--- config.mk ---
export PLATFORM = sky130hd
export DESIGN_NAME = drive_z_corr_table_loader_flat
export DESIGN_NICKNAME = d
export VERILOG_FILES = /design/src/rtl/drive_z_corr_table_loader_pkg.sv /design/src/rtl/drive_z_corr_table_loader_if.sv /design/src/rtl/drive_z_corr_table_loader_packer.sv /design/src/rtl/drive_z_corr_table_loader.sv /design/src/flat_wrapper.sv
export SDC_FILE = /design/constraint.sdc
export NUM_CORES = 1
export LEC_CHECK = 0
export BUFFER_PORTS_ARGS = -buffer_cell sky130_fd_sc_hd__buf_2
export CAP_MARGIN = 15
export CORE_UTILIZATION = 60
export CTS_CLUSTER_DIAMETER = 120
export DETAILED_ROUTE_END_ITERATION = 16
export HOLD_SLACK_MARGIN = 0.12
export PLACE_DENSITY = 0.82
export SLEW_MARGIN = 10
export SYNTH_ARGS = -nofsm -noshare
export SYNTH_HDL_FRONTEND = slang
export SYNTH_HIERARCHICAL = 1
export SYNTH_SLANG_ARGS = --single-unit
--- constraint.sdc ---
create_clock -name clk -period 4.9 [get_ports clk]
set_clock_uncertainty 0.05 [all_clocks]
set_input_delay 0.245 -clock clk [delete_from_list [all_inputs] [get_ports clk]]
set_output_delay 0.245 -clock clk [all_outputs]
set_load 0.005 [all_outputs]
--- src/rtl/drive_z_corr_table_loader_pkg.sv ---
// Shared definitions for the drive-circuit Z-correction table.
// Holds the default geometry, the derived table sizes and the loader
// state encoding, so the table, the loader and their benches all agree.
package drive_z_corr_pkg;

    localparam int DEF_NUM_BANK           = 2;
    localparam int DEF_NUM_QUBIT_PER_BANK = 16;
    localparam int DEF_ADDR_WIDTH         = 4;
    localparam int DEF_Z_CORR_WIDTH       = 12;

    localparam int TOTAL_QUBIT = DEF_NUM_QUBIT_PER_BANK * DEF_NUM_BANK;
    localparam int DATA_WIDTH  = DEF_Z_CORR_WIDTH * TOTAL_QUBIT;
    localparam int NUM_ENTRY   = DEF_NUM_QUBIT_PER_BANK;
    localparam int CNT_WIDTH   = $clog2(TOTAL_QUBIT) + 1;

    typedef enum logic [1:0] {
        IDLE    = 2'd0,
        COLLECT = 2'd1,
        WRITE   = 2'd2,
        CLEAR   = 2'd3
    } z_corr_ld_state_t;

endpackage

--- src/rtl/drive_z_corr_table_loader_if.sv ---
// Write port of the Z-correction table memories.
//   wr_sel  : bank select mask (multi-hot = broadcast)
//   wr_en   : single-cycle write strobe; the other fields are only
//             meaningful while wr_en is high
//   wr_addr : entry address within each selected bank
//   wr_data : packed entry, qubit k at [k*Z_CORR_WIDTH +: Z_CORR_WIDTH]
// master = loader (producer), slave = table memories.
interface drive_z_corr_table_loader_if
    import drive_z_corr_pkg::*;
#(
    parameter int NUM_BANK   = DEF_NUM_BANK,
    parameter int ADDR_WIDTH = DEF_ADDR_WIDTH,
    parameter int DATA_WIDTH = drive_z_corr_pkg::DATA_WIDTH
) ();

    logic [NUM_BANK-1:0]   wr_sel;
    logic                  wr_en;
    logic [ADDR_WIDTH-1:0] wr_addr;
    logic [DATA_WIDTH-1:0] wr_data;

    modport master (output wr_sel, output wr_en, output wr_addr, output wr_data);
    modport slave  (input  wr_sel, input  wr_en, input  wr_addr, input  wr_data);

endinterface

--- src/rtl/drive_z_corr_table_loader_packer.sv ---
// Serial-to-parallel packer for Z-correction words.
//   clk, rst    : clock, asynchronous active-low reset
//   clr_i       : restart at slot 0 and zero the packing register
//   load_i      : word handshake; word_i goes into slot cnt, cnt advances
//   word_i      : incoming correction word
//   last_word_o : the slot being filled next is the final one
//   pack_nxt_o  : packing register including this cycle's insert, so the
//                 caller can capture a complete entry on the last handshake
module drive_z_corr_word_packer
    import drive_z_corr_pkg::*;
#(
    parameter int WORD_W   = DEF_Z_CORR_WIDTH,
    parameter int NUM_WORD = TOTAL_QUBIT,
    parameter int CNT_W    = $clog2(NUM_WORD) + 1
) (
    input  logic                       clk,
    input  logic                       rst,
    input  logic                       clr_i,
    input  logic                       load_i,
    input  logic [WORD_W-1:0]          word_i,
    output logic                       last_word_o,
    output logic [NUM_WORD*WORD_W-1:0] pack_nxt_o
);

    localparam logic [CNT_W-1:0] LAST_CNT = CNT_W'(NUM_WORD - 1);

    logic [NUM_WORD-1:0][WORD_W-1:0] pack_q, pack_d;
    logic [CNT_W-1:0]                cnt_q, cnt_d;

    assign last_word_o = (cnt_q == LAST_CNT);
    assign pack_nxt_o  = pack_d;

    // One insert slot per qubit; only the slot matching the counter loads.
    for (genvar k = 0; k < NUM_WORD; k++) begin : g_slot
        always_comb begin
            pack_d[k] = pack_q[k];
            if (clr_i)
                pack_d[k] = '0;
            else if (load_i && (cnt_q == CNT_W'(k)))
                pack_d[k] = word_i;
        end
    end

    // Wraps to 0 after the last slot so it never exceeds NUM_WORD-1.
    always_comb begin
        cnt_d = cnt_q;
        if (clr_i)
            cnt_d = '0;
        else if (load_i)
            cnt_d = last_word_o ? '0 : cnt_q + CNT_W'(1);
    end

    always_ff @(posedge clk or negedge rst) begin
        if (!rst) begin
            pack_q <= '0;
            cnt_q  <= '0;
        end else begin
            pack_q <= pack_d;
            cnt_q  <= cnt_d;
        end
    end

endmodule

--- src/rtl/drive_z_corr_table_loader.sv ---
// Writer side of the drive-circuit Z-correction table.
// Takes a host command (bank mask + entry address), gathers one
// correction word per qubit, packs them and issues one table write.
// A clear command zero-fills every entry of the selected banks.
//   clk, rst       : clock, asynchronous active-low reset
//   start_*        : command handshake (mask, addr, clear flag)
//   word_*         : serial correction words, qubit index = arrival order
//   abort          : cancel an in-progress collect or clear
//   z_corr_memory  : registered table write port (master)
//   done           : pulse with the final write of a command
//   err_mask       : pulse when a command arrives with an empty mask
module drive_z_corr_table_loader
    import drive_z_corr_pkg::*;
#(
    parameter int NUM_BANK                  = DEF_NUM_BANK,
    parameter int NUM_QUBIT_PER_BANK        = DEF_NUM_QUBIT_PER_BANK,
    parameter int QUBIT_ADDR_WIDTH_PER_BANK = DEF_ADDR_WIDTH,
    parameter int Z_CORR_WIDTH              = DEF_Z_CORR_WIDTH
) (
    input  logic                                 clk,
    input  logic                                 rst,
    input  logic                                 start_valid,
    output logic                                 start_ready,
    input  logic [NUM_BANK-1:0]                  start_mask,
    input  logic [QUBIT_ADDR_WIDTH_PER_BANK-1:0] start_addr,
    input  logic                                 start_clear,
    input  logic                                 word_valid,
    output logic                                 word_ready,
    input  logic [Z_CORR_WIDTH-1:0]              word_data,
    input  logic                                 abort,
    drive_z_corr_table_loader_if.master          z_corr_memory,
    output logic                                 done,
    output logic                                 err_mask
);

    localparam int ADDR_W  = QUBIT_ADDR_WIDTH_PER_BANK;
    localparam int TOT_Q   = NUM_QUBIT_PER_BANK * NUM_BANK;
    localparam int DATA_W  = Z_CORR_WIDTH * TOT_Q;
    localparam int N_ENTRY = NUM_QUBIT_PER_BANK;
    localparam int CNT_W   = $clog2(TOT_Q) + 1;

    localparam logic [1:0] S_IDLE    = IDLE;
    localparam logic [1:0] S_COLLECT = COLLECT;
    localparam logic [1:0] S_WRITE   = WRITE;
    localparam logic [1:0] S_CLEAR   = CLEAR;

    localparam logic [ADDR_W-1:0] LAST_ADDR = ADDR_W'(N_ENTRY - 1);

    logic [1:0]          state_q, state_d;
    logic [NUM_BANK-1:0] mask_q, mask_d;
    logic [ADDR_W-1:0]   addr_q, addr_d;

    logic [NUM_BANK-1:0] wr_sel_q, wr_sel_d;
    logic                wr_en_q, wr_en_d;
    logic [ADDR_W-1:0]   wr_addr_q, wr_addr_d;
    logic [DATA_W-1:0]   wr_data_q, wr_data_d;
    logic                done_q, done_d;
    logic                err_q, err_d;

    logic                pk_clr;
    logic                word_hs;
    logic                last_word;
    logic [DATA_W-1:0]   pack_nxt;
    logic [ADDR_W-1:0]   addr_inc;

    assign start_ready = (state_q == S_IDLE);
    assign word_ready  = (state_q == S_COLLECT) && !abort;
    assign word_hs     = word_valid && word_ready;
    // wr_addr doubles as the clear address counter.
    assign addr_inc    = wr_addr_q + ADDR_W'(1);

    drive_z_corr_word_packer #(
        .WORD_W   (Z_CORR_WIDTH),
        .NUM_WORD (TOT_Q),
        .CNT_W    (CNT_W)
    ) u_packer (
        .clk         (clk),
        .rst         (rst),
        .clr_i       (pk_clr),
        .load_i      (word_hs),
        .word_i      (word_data),
        .last_word_o (last_word),
        .pack_nxt_o  (pack_nxt)
    );

    always_comb begin
        state_d   = state_q;
        mask_d    = mask_q;
        addr_d    = addr_q;
        wr_sel_d  = wr_sel_q;
        wr_en_d   = 1'b0;
        wr_addr_d = wr_addr_q;
        wr_data_d = wr_data_q;
        done_d    = 1'b0;
        err_d     = 1'b0;
        pk_clr    = 1'b0;
        case (state_q)
            S_IDLE: begin
                if (start_valid) begin
                    if (start_mask == '0) begin
                        err_d = 1'b1;
                    end else if (start_clear) begin
                        // First clear write goes out with the state change.
                        mask_d    = start_mask;
                        state_d   = S_CLEAR;
                        wr_en_d   = 1'b1;
                        wr_sel_d  = start_mask;
                        wr_addr_d = '0;
                        wr_data_d = '0;
                        done_d    = (N_ENTRY == 1);
                    end else begin
                        mask_d  = start_mask;
                        addr_d  = start_addr;
                        pk_clr  = 1'b1;
                        state_d = S_COLLECT;
                    end
                end
            end
            S_COLLECT: begin
                if (abort) begin
                    state_d = S_IDLE;
                end else if (word_hs && last_word) begin
                    state_d   = S_WRITE;
                    wr_en_d   = 1'b1;
                    wr_sel_d  = mask_q;
                    wr_addr_d = addr_q;
                    wr_data_d = pack_nxt;
                    done_d    = 1'b1;
                end
            end
            S_WRITE: begin
                state_d = S_IDLE;
            end
            S_CLEAR: begin
                // The write on the bus this cycle stands even on abort.
                if (abort || (wr_addr_q == LAST_ADDR)) begin
                    state_d = S_IDLE;
                end else begin
                    wr_en_d   = 1'b1;
                    wr_addr_d = addr_inc;
                    done_d    = (addr_inc == LAST_ADDR);
                end
            end
            default: state_d = S_IDLE;
        endcase
    end

    always_ff @(posedge clk or negedge rst) begin
        if (!rst) begin
            state_q   <= S_IDLE;
            mask_q    <= '0;
            addr_q    <= '0;
            wr_sel_q  <= '0;
            wr_en_q   <= 1'b0;
            wr_addr_q <= '0;
            wr_data_q <= '0;
            done_q    <= 1'b0;
            err_q     <= 1'b0;
        end else begin
            state_q   <= state_d;
            mask_q    <= mask_d;
            addr_q    <= addr_d;
            wr_sel_q  <= wr_sel_d;
            wr_en_q   <= wr_en_d;
            wr_addr_q <= wr_addr_d;
            wr_data_q <= wr_data_d;
            done_q    <= done_d;
            err_q     <= err_d;
        end
    end

    assign z_corr_memory.wr_sel  = wr_sel_q;
    assign z_corr_memory.wr_en   = wr_en_q;
    assign z_corr_memory.wr_addr = wr_addr_q;
    assign z_corr_memory.wr_data = wr_data_q;
    assign done                  = done_q;
    assign err_mask              = err_q;

endmodule

--- src/flat_wrapper.sv ---
// flat-port wrapper written by rule: the top's interface ports become plain ports
module drive_z_corr_table_loader_flat import drive_z_corr_pkg::*;
#(
    parameter int NUM_BANK                  = DEF_NUM_BANK,
    parameter int NUM_QUBIT_PER_BANK        = DEF_NUM_QUBIT_PER_BANK,
    parameter int QUBIT_ADDR_WIDTH_PER_BANK = DEF_ADDR_WIDTH,
    parameter int Z_CORR_WIDTH              = DEF_Z_CORR_WIDTH
)
  (clk, rst, start_valid, start_ready, start_mask, start_addr, start_clear, word_valid, word_ready, word_data, abort, done, err_mask, z_corr_memory_wr_sel, z_corr_memory_wr_en, z_corr_memory_wr_addr, z_corr_memory_wr_data);
  drive_z_corr_table_loader_if #(.NUM_BANK(NUM_BANK), .ADDR_WIDTH((4)), .DATA_WIDTH(((12) * ((2) * (16))))) z_corr_memory_i ();
  input  logic clk;
  input  logic rst;
  input  logic start_valid;
  output logic start_ready;
  input  logic [NUM_BANK-1:0] start_mask;
  input  logic [QUBIT_ADDR_WIDTH_PER_BANK-1:0] start_addr;
  input  logic start_clear;
  input  logic word_valid;
  output logic word_ready;
  input  logic [Z_CORR_WIDTH-1:0] word_data;
  input  logic abort;
  output logic done;
  output logic err_mask;
  output wire logic [$bits(z_corr_memory_i.wr_sel)-1:0] z_corr_memory_wr_sel;
  output wire logic [$bits(z_corr_memory_i.wr_en)-1:0] z_corr_memory_wr_en;
  output wire logic [$bits(z_corr_memory_i.wr_addr)-1:0] z_corr_memory_wr_addr;
  output wire logic [$bits(z_corr_memory_i.wr_data)-1:0] z_corr_memory_wr_data;
  assign z_corr_memory_wr_sel = z_corr_memory_i.wr_sel;
  assign z_corr_memory_wr_en = z_corr_memory_i.wr_en;
  assign z_corr_memory_wr_addr = z_corr_memory_i.wr_addr;
  assign z_corr_memory_wr_data = z_corr_memory_i.wr_data;
  drive_z_corr_table_loader #(.NUM_BANK(NUM_BANK), .NUM_QUBIT_PER_BANK(NUM_QUBIT_PER_BANK), .QUBIT_ADDR_WIDTH_PER_BANK(QUBIT_ADDR_WIDTH_PER_BANK), .Z_CORR_WIDTH(Z_CORR_WIDTH)) u_core (.clk(clk), .rst(rst), .start_valid(start_valid), .start_ready(start_ready), .start_mask(start_mask), .start_addr(start_addr), .start_clear(start_clear), .word_valid(word_valid), .word_ready(word_ready), .word_data(word_data), .abort(abort), .z_corr_memory(z_corr_memory_i), .done(done), .err_mask(err_mask));
endmodule
Word-level counts from Yosys, hierarchy flattened

Cells that the tools add are included.

Add/sub/neg operators: 2
$mul: 0
Divide/modulo/power cells: 0
$lt $le $gt $ge: 0
Equal/unequal tests: 44
Shifts and indexed selects: 0
Multiplexer cells: 109
Bitwise operators: 2
Reduce and logical (&&, ||, !) cells: 47

Operators by type and width:

| cell                                          | number |
|---|---|
| 2-to-1 mux 384 bit                            | 5 |
| 2-to-1 mux 12 bit                             | 64 |
| one-hot mux 384 bit (2 select lines)          | 1 |
| == test 6 x 5 -> 1 bit, second input constant | 16 |
| == test 6 x 4 -> 1 bit, second input constant | 8 |
| logical AND 1 bit                             | 34 |
| == test 6 x 3 -> 1 bit, second input constant | 4 |
| 2-to-1 mux 4 bit                              | 6 |
| 2-to-1 mux 2 bit                              | 11 |
| 2-to-1 mux 6 bit                              | 3 |
| 2-to-1 mux 1 bit                              | 14 |
| == test 6 x 2 -> 1 bit, second input constant | 2 |
| one-hot mux 4 bit (3 select lines)            | 1 |
| != test 2 bit, second input constant          | 5 |
| == test 4 bit, second input constant          | 2 |
| one-hot mux 2 bit (4 select lines)            | 1 |
| AND reduction 4 bit                           | 2 |
| AND reduction 7 bit                           | 1 |
| adder 6 x 1 -> 6 bit, second input constant   | 1 |
| == test 6 x 1 -> 1 bit, second input constant | 1 |
| zero test 6 bit                               | 1 |
| AND reduction 6 bit                           | 1 |
| adder 4 x 1 -> 4 bit, second input constant   | 1 |
| == test 2 bit, second input constant          | 2 |
| 13 further kinds                              | 17 |

Register bits: 791
Bits in latches: 0
Memory bits (writable): 0
Memory bits (read-only): 0
Input bits: 24
Output and inout port bits: 395
Word-level logic and storage cells: 246
Memories: 0

Longest topological paths before layout

Gate-level depths: netlist of run 1.

Depth after elaboration: 9
Mapped depth: 11
Mapped depth without buffers: 7

Modules after synthesis

The synthesis of run 1 kept the hierarchy.

By module, submodules not included:

| module                    | times used | cells an instance | area each (um2) | sequential area each (um2) |
|---|---|---|---|---|
| drive_z_corr_table_loader | 1          | 1400              | 18098.6         | 10034.6 |
| drive_z_corr_word_packer  | 1          | 1851              | 17111.4         | 9759.4 |

Worst setup path after synthesis of run 1

Ideal clock, no wire load.

Path kind: reg2reg
Start point: reg u_core.state_q[0]
End point: reg u_core.wr_data_q[168], in the netlist u_core/z_corr_memory.wr_data[168]
Arrival: 2522 ps
Slack: 2207 ps
Cell stages (with the launch flop): 11
Path buffers: 4
Cells stage by stage: dfrtp_1 > buf_6 > or3b_4 > or2_4 > nor2_8 > clkbuf_1 > clkbuf_1 > clkbuf_1 > a21oi_1 > a22o_1 > a22o_1

Elaborated cells between the ends (all ways): 19

RTL lines:

| item                                 | line                                   | RTL |
|---|---|---|
| from (decl)                          | drive_z_corr_table_loader.sv:49        | `logic [1:0] state_q, state_d;` |
| from (signal assigned)               | drive_z_corr_table_loader.sv:160       | `state_q <= state_d;` |
| zero test 2 bit                      | drive_z_corr_table_loader.sv:97        | `case (state_q)` |
| 2-to-1 mux 1 bit                     | drive_z_corr_table_loader.sv:97        |  |
| net u_core.pk_clr                    | drive_z_corr_table_loader.sv:60        | `logic pk_clr;` |
| 2-to-1 mux 12 bit                    | drive_z_corr_table_loader_packer.sv:37 | `if (clr_i)` |
| net u_core.pack_nxt[168]             | drive_z_corr_table_loader.sv:63        | `logic [DATA_W-1:0] pack_nxt;` |
| 2-to-1 mux 384 bit                   | drive_z_corr_table_loader.sv:122       | `end else if (word_hs && last_word) begin` |
| 2-to-1 mux 384 bit                   | drive_z_corr_table_loader.sv:120       | `if (abort) begin` |
| one-hot mux 384 bit (2 select lines) | drive_z_corr_table_loader.sv:97        |  |
| to (signal assigned)                 | drive_z_corr_table_loader.sv:166       | `wr_data_q <= wr_data_d;` |
| to (decl)                            | drive_z_corr_table_loader.sv:56        | `logic [DATA_W-1:0] wr_data_q, wr_data_d;` |

The timed path passes the listed nets, and every way through them passes these cells. The select of a mux whose other input is x is not followed.
A chain may end at the register's enable or synchronous reset.

Worst setup path after layout of run 1

Start point: reg u_core.u_packer.cnt_q[2]
End point: reg u_core.wr_data_q[174], in the netlist u_core/z_corr_memory.wr_data[174]

Elaborated cells between the ends (all ways): 11

RTL lines:

| item                          | line                                   | RTL |
|---|---|---|
| from (decl)                   | drive_z_corr_table_loader_packer.sv:28 | `logic [CNT_W-1:0] cnt_q, cnt_d;` |
| from (signal assigned)        | drive_z_corr_table_loader_packer.sv:59 | `cnt_q <= cnt_d;` |
| == test 6 x 5 -> 1 bit        | drive_z_corr_table_loader_packer.sv:30 | `assign last_word_o = (cnt_q == LAST_CNT);` |
| net u_core.last_word          | drive_z_corr_table_loader.sv:62        | `logic last_word;` |
| logical AND 1 bit             | drive_z_corr_table_loader.sv:122       |  |
| != test 2 bit (no line)       | n/a                                    |  |
| AND reduction 6 bit (no line) | n/a                                    |  |

The timed path passes the listed nets, and every way through them passes these cells. The select of a mux whose other input is x is not followed.

==> summary.txt, run 1 <==
core area = 0.0578 mm^2
H-tree depth = 3
first-pass GRT wire length = 175000 um
syn nets = 3281
status = finished clean
Syn Inst Count = 3251
Post-Synth XOR/XNOR Area = 0.0995%
crit path DAT = 4.59 ns
Die X = 244 um
Final Hold Vio Count = 0
grt total ovfl = 0
Root Driver = clkbuf_16
CP required = 5.35 ns
Final Cell Area = 0.0401 mm^2
vias per inst = 7.19
FMAX = 241 MHz
initial antenna violation count = 0
worst rel slew slack = 7.71%
drt first pass iters = 6
total number of vias = 30500
Min Clock Period, post-route = 4.14 ns
Max stage delay on crit path = 0.81 ns
vias in the first global route = 29800
CP Class = reg -> reg
dpl hpwl = 60900 um
largest net degree at the start of global routing = 210
crit-path max FO = 209
largest family of logic cells by synthesized area = compound AO/OA/AOI/OAI gates
Num CTS Buffers = 81
area fraction in compound gates after synthesis = 30.5%
I/O pin count = 419
Hold WC Path Type = in -> async
Clock Tree Buf Depth = 3
WL/cell = 26.9 um
drt drc = 0
synth warn = 6
Post-CTS Repair Setup Buffers = 0
CP Capture Type = flop
fin crit share = 84.6%
final wirelength = 114000 um
Avg Inst Size Synth = 10.8 um^2
drt initial violations = 4531
placed cell area = 0.0370 mm^2
post-synthesis cell area = 0.0352 mm^2
hold slack = 0.191 ns
leakage power = 19.1 nW
Synth cell types = 48
die area = 0.0597 mm^2
Antenna Nets Post-Route = 0
clk slew on worst S/H paths = 0.06 ns
FP Rows = 88
sequential-to-total area share from yosys stat = 56.2%
Post-synth EDFFs = 0
GRT Total Usage = 37.5%
Least-Margin Pin Slew = 1.38 ns
Starting Density = 60.9%
Max-Cap Viols = 0
TNS Setup = 0 ns
Seq cells post-synth = 791
post-synthesis mux area share = 0.537%
RSZ-0062 raised after global routing = false
simple-gate share of the synthesized area = 6.83%
RD Place Congestion = 0.801
area delta synth->final = 13.9%
most numerous cell on the critical path = a22o_1
layout cells sized above 1 = 18.7%
Die Span Y = 244 um
post-synthesis adder-cell area fraction = 0.213%
Final Non-Filler Cells = 4238
slowest stage cell, crit path = dfrtp_1
Final nets = 3437
Most used DFF post-synth = dfrtp_1
fin. max-slew vios = 0
post-CTS sizing = 0
crit-path cells = nand2_2 > nor3_1 > nand3b_1 > buf_4 > buf_12 > a22o_1 > a22o_1
Finish-stage setup viols = 0
Worst-Skew Late Latency = 0.62 ns
TritonCTS clock tree = done
PwrDens = 371 mW/mm^2
Antenna diodes = 0
clk sinks = 791
Post-CTS Hold Buffers = 17
Worst VDD drop = 0.384 mV
final worst setup slack = 0.756 ns
dpl cells = 4070
PortBufs = 418
nature of the critical path startpoint = flop
post-synthesis async set-or-reset flop share = 100%
Post-Place Worst Slack = 0.942 ns
[final timing paths]
check                      depth (start not counted)                                end                startpoint  slack (ns)
setup / recovery                                   7  u_core/z_corr_memory.wr_data[174]  u_core/u_packer/cnt_q[2]        0.76
hold / removal                                     2         u_core/u_packer/pack_q[78]                       rst        0.19
setup reg to reg                                   7  u_core/z_corr_memory.wr_data[174]  u_core/u_packer/cnt_q[2]        0.76
hold reg to reg                                    1                   u_core/mask_q[0]          u_core/mask_q[0]        0.47
max in group asynchronous                          3  u_core/z_corr_memory.wr_data[349]                       rst        3.31
min in group clk                                   4                  u_core/state_q[0]               start_valid        0.19
[metal layers]
metal  share of wire [%]  wire length, um  global-route usage (%)
met4                 6.0             6900                    20.1
met3                  12            13900                    9.83
met1                  37            42600                    51.8
met5                   0                0                       0
met2                  44            50700                    54.5
[flip-flops by register name (all words and copies together), names as in the netlist]
signal and cells:
u_core/addr_q 4, u_core/done 1, u_core/err_mask 1, u_core/mask_q 2, u_core/state_q 2, u_core/u_packer/cnt_q 6, u_core/u_packer/pack_q 384, u_core/z_corr_memory.wr_addr 4
u_core/z_corr_memory.wr_data 384, u_core/z_corr_memory.wr_en 1, u_core/z_corr_memory.wr_sel 2
[area by class of cell]
| type | count | area (um^2) |
|---|---|---|
| clock inverter | 23 | 324 |
| fill | 4113 | 17700 |
| tap | 765 | 957 |
| sequential | 791 | 19800 |
| inverter | 6 | 22.5 |
| timing repair buffer | 497 | 2970 |
| multi-input combinational | 2030 | 13500 |
| clock buffer | 126 | 2520 |
[Yosys cell counts, types with 8 or more instances]
| master | n | area share (%) |
|---|---|---|
| a21oi_1 | 388 | 5.5 |
| a22o_1 | 768 | 19 |
| buf_2 | 164 | 2.3 |
| buf_4 | 29 | 0.62 |
| buf_6 | 8 | 0.26 |
| clkbuf_1 | 216 | 2.3 |
| dfrtp_1 | 791 | 56 |
| mux2_1 | 8 | 0.26 |
| nand2_1 | 10 | 0.11 |
| nand2b_1 | 8 | 0.14 |
| nand3_1 | 387 | 5.5 |
| o21ai_0 | 343 | 4.9 |
| o21ai_1 | 46 | 0.65 |
[cell families after synthesis]
logic type / count (synthesis)
AOI/OAI and AO/OA: 1556
xor gates and xnor gates: 4
adders and majority gates: 6
buffers and inverters: 430
DFF: 791
muxes: 17
and+or+nand+nor: 447
[power by group]
part | total, mW | leakage, nW | switching [mW] | internal (mW)
logic | 1.57 | 6.67 | 1.28 | 0.282
clock network | 6.56 | 1.40 | 2.59 | 3.96
registers | 6.76 | 11.0 | 0.103 | 6.66
[per-stage QoR]
| stage | utilization [%] | total power [mW] |
|---|---|---|
| floorplan | - | 7.76 |
| finish | 69.4 | 14.9 |
| detailed placement | 64.1 | 8.31 |
| global placement | 64.1 | 8.25 |
| CTS | 69.3 | 14.8 |
| global route | 69.4 | 15.3 |
[cells in the final DEF, fill, tap and decap left out, types with 5 or more instances in the layout]
master / count
inv_1: 6
clkbuf_1: 19
o21ai_0: 343
buf_2: 417
clkinv_2: 12
buf_4: 45
nand2_1: 7
dlygate4sd3_1: 17
a22o_1: 768
mux2_1: 8
buf_12: 15
mux2i_1: 5
nand3_1: 387
ha_1: 6
bufinv_16: 8
clkbuf_16: 87
nand2b_1: 5
a21oi_1: 388
clkbuf_8: 20
o21ai_1: 46
dfrtp_1: 790
[critical path: cells and delay by family (launching register included)]
family                 cells  cell delay [ns]
AND/OR/NAND/NOR            3             1.14
AO/OA/AOI/OAI              2             0.73
buffers and inverters      2             0.81
flip-flops                 1             0.81
Power figures use the tool's default switching activity.
==> run 2, diff against run 1 <==
--- a/config.mk
+++ b/config.mk
@@ -7,11 +7,11 @@
 export LEC_CHECK = 0
 export BUFFER_PORTS_ARGS = -buffer_cell sky130_fd_sc_hd__buf_2
 export CAP_MARGIN = 15
-export CORE_UTILIZATION = 60
+export CORE_UTILIZATION = 59
 export CTS_CLUSTER_DIAMETER = 120
 export DETAILED_ROUTE_END_ITERATION = 16
 export HOLD_SLACK_MARGIN = 0.12
-export PLACE_DENSITY = 0.82
+export PLACE_DENSITY = 0.81
 export SLEW_MARGIN = 10
 export SYNTH_ARGS = -nofsm -noshare
 export SYNTH_HDL_FRONTEND = slang
==> constraint.sdc (replaced) <==
create_clock -name clk -period 4.2 [get_ports clk]
set_clock_uncertainty 0.05 [all_clocks]
set_input_delay 0.21 -clock clk [delete_from_list [all_inputs] [get_ports clk]]
set_output_delay 0.21 -clock clk [all_outputs]
set_load 0.005 [all_outputs]
==> summary.txt, run 2 (synthesis gave the netlist of run 1 again) <==
WL met1 = 44000 um
uppermost layer routed = met4
Die Span Y = 246 um
drt drc = 0
Worst-Skew Late Latency = 0.64 ns
fin. max-slew vios = 0
dpl cells = 4102
metal2 WL = 53000 um
Worst Setup SP = u_core/state_q[1]
die area = 0.0607 mm^2
vias per inst = 7.28
Clk pwr share = 43.6%
layout cells sized above 1 = 19.3%
CP endpoint = u_core/z_corr_memory.wr_data[43]
FMAX = 273 MHz
drt first pass iters = 6
Post-CTS Repair Setup Buffers = 0
status = finished clean
crit-path max FO = 48
TritonCTS clock tree = done
GRT Total Usage = 38.0%
H-tree depth = 3
leakage power = 19.2 nW
# fillers = 4235
dpl hpwl = 65300 um
internal power = 12.5 mW
Reg power frac = 45.6%
Hold WC Path Type = in -> reg
CP Capture Type = flop
drt initial violations = 4730
clk slew on worst S/H paths = 0.06 ns
Final nets = 3464
WL/cell = 27.6 um
Antenna Nets Post-Route = 0
CP Class = reg -> reg
grt total ovfl = 0
first-pass GRT wire length = 179000 um
metal3 WL = 14400 um
TNS Setup = 0 ns
fin crit share = 87.2%
Max-Cap Viols = 0
Min Clock Period, post-route = 3.66 ns
Worst R2R Path Depth = 7
Finish-stage setup viols = 0
clk sinks = 791
most frequent cells in the layout = 790 x dfrtp_1, 768 x a22o_1, 417 x buf_2
final wirelength = 118000 um
PwrDens = 427 mW/mm^2
RD Place Congestion = 0.869
Final Hold Vio Count = 0
Worst VDD drop = 0.371 mV
largest net degree at the start of global routing = 237
most common library cell in the layout ignoring fill and taps = dfrtp_1
switching part of the total = 27.2%
PortBufs = 418
multi-input logic area = 0.0135 mm^2
FP Rows = 89
area delta synth->final = 14.6%
Final Non-Filler Cells = 4272
I/O pin count = 419
NetSw = 4.69 mW
final worst setup slack = 0.538 ns
sequential cell area = 0.0198 mm^2
Least-Margin Pin Slew = 1.29 ns
RSZ-0062 raised after global routing = false
vias in the first global route = 30300
Post-Place Worst Slack = 0.708 ns
Antenna diodes = 0
initial antenna violation count = 0
Comb power frac = 10.8%
CP required = 4.67 ns
Die X = 246 um
reg2reg setup slack = 0.54 ns
total number of vias = 31100
Worst R2R End = u_core/z_corr_memory.wr_data[43]
Starting Density = 59.7%
Reg-to-Reg Start = u_core/state_q[1]
nature of the critical path startpoint = flop
HP Start = word_data[7]
Clock Tree Buf Depth = 3
Root Driver = clkbuf_16
overall power = 17.2 mW
core area = 0.0590 mm^2
crit path DAT = 4.13 ns
Num CTS Buffers = 81
worst rel slew slack = 13.7%
## run 2: cell types whose count changed in the layout (fill, tap and decap cells not counted), moves of 2 or more
cell,previous run,this run
clkbuf_1,19,15
buf_4,45,61
dlygate4sd3_1,17,21
clkinv_2,12,15
buf_12,15,24
clkbuf_8,20,22
clkbuf_16,87,85
buf_16,2,0
bufinv_16,8,6
## run 2: metal layers
layer	vias up	GRT usage [%]
met1	15600	52.6
met3	431	9.31
met5	-	0
met4	0	20.4
met2	2409	55.4
li1	12600	-
## run 2: critical path: stages, from the launching register on
cell and delay [ns]:
dfrtp_1 0.57, nor3b_2 0.39, and2_1 0.71, or4b_4 0.84, o21ai_1 0.31, a21oi_1 0.17
a22o_1 0.25, a22o_1 0.18
## run 2: what timing repair did
| item | CTS | global route |
|---|---|---|
| hold buffers | 21 | 0 |
| gates resized for setup | 0 | 0 |
| endpoints found under the hold margin | 168 | 0 |
## run 2: area by class of cell
cell class | instances | area share [%]
repair buffers | 524 | 8.06
clock inverters | 26 | 0.735
well taps | 773 | 2.40
inverters | 6 | 0.0558
multi-input cells | 2030 | 33.5
clock buffers | 122 | 6.16
flip-flops and latches | 791 | 49.1
## run 2: per-stage QoR
step	area, um^2	utilization, %	hold slack (ns)
finish	40300	68.3	0.165
global route	40300	68.3	0.145
CTS	40300	68.3	0.123
detailed placement	37300	63.2	0.298
global placement	37300	63.2	0.289
floorplan	35200	-	-0.136
## run 2: how the worst min path moves through the flow
stage / to / depth (start not counted) / slack, ns
after floorplan: u_core/addr_q[0] / 0 / -0.14
after global placement: u_core/u_packer/pack_q[21] / 1 / 0.29
after detailed placement: u_core/z_corr_memory.wr_data[37] / 1 / 0.30
after CTS: u_core/u_packer/pack_q[23] / 3 / 0.12
after global routing: u_core/u_packer/pack_q[211] / 3 / 0.14
final: u_core/u_packer/pack_q[79] / 3 / 0.17
## run 2: power groups by stage
stage / Combinational, mW / Sequential [mW] / Clock (mW)
global placement: 1.72 / 7.98 / 0
global route: 1.96 / 7.87 / 7.86
finish: 1.86 / 7.86 / 7.51
detailed placement: 1.77 / 7.99 / 0
floorplan: 1.10 / 7.96 / 0
CTS: 1.80 / 7.85 / 7.55
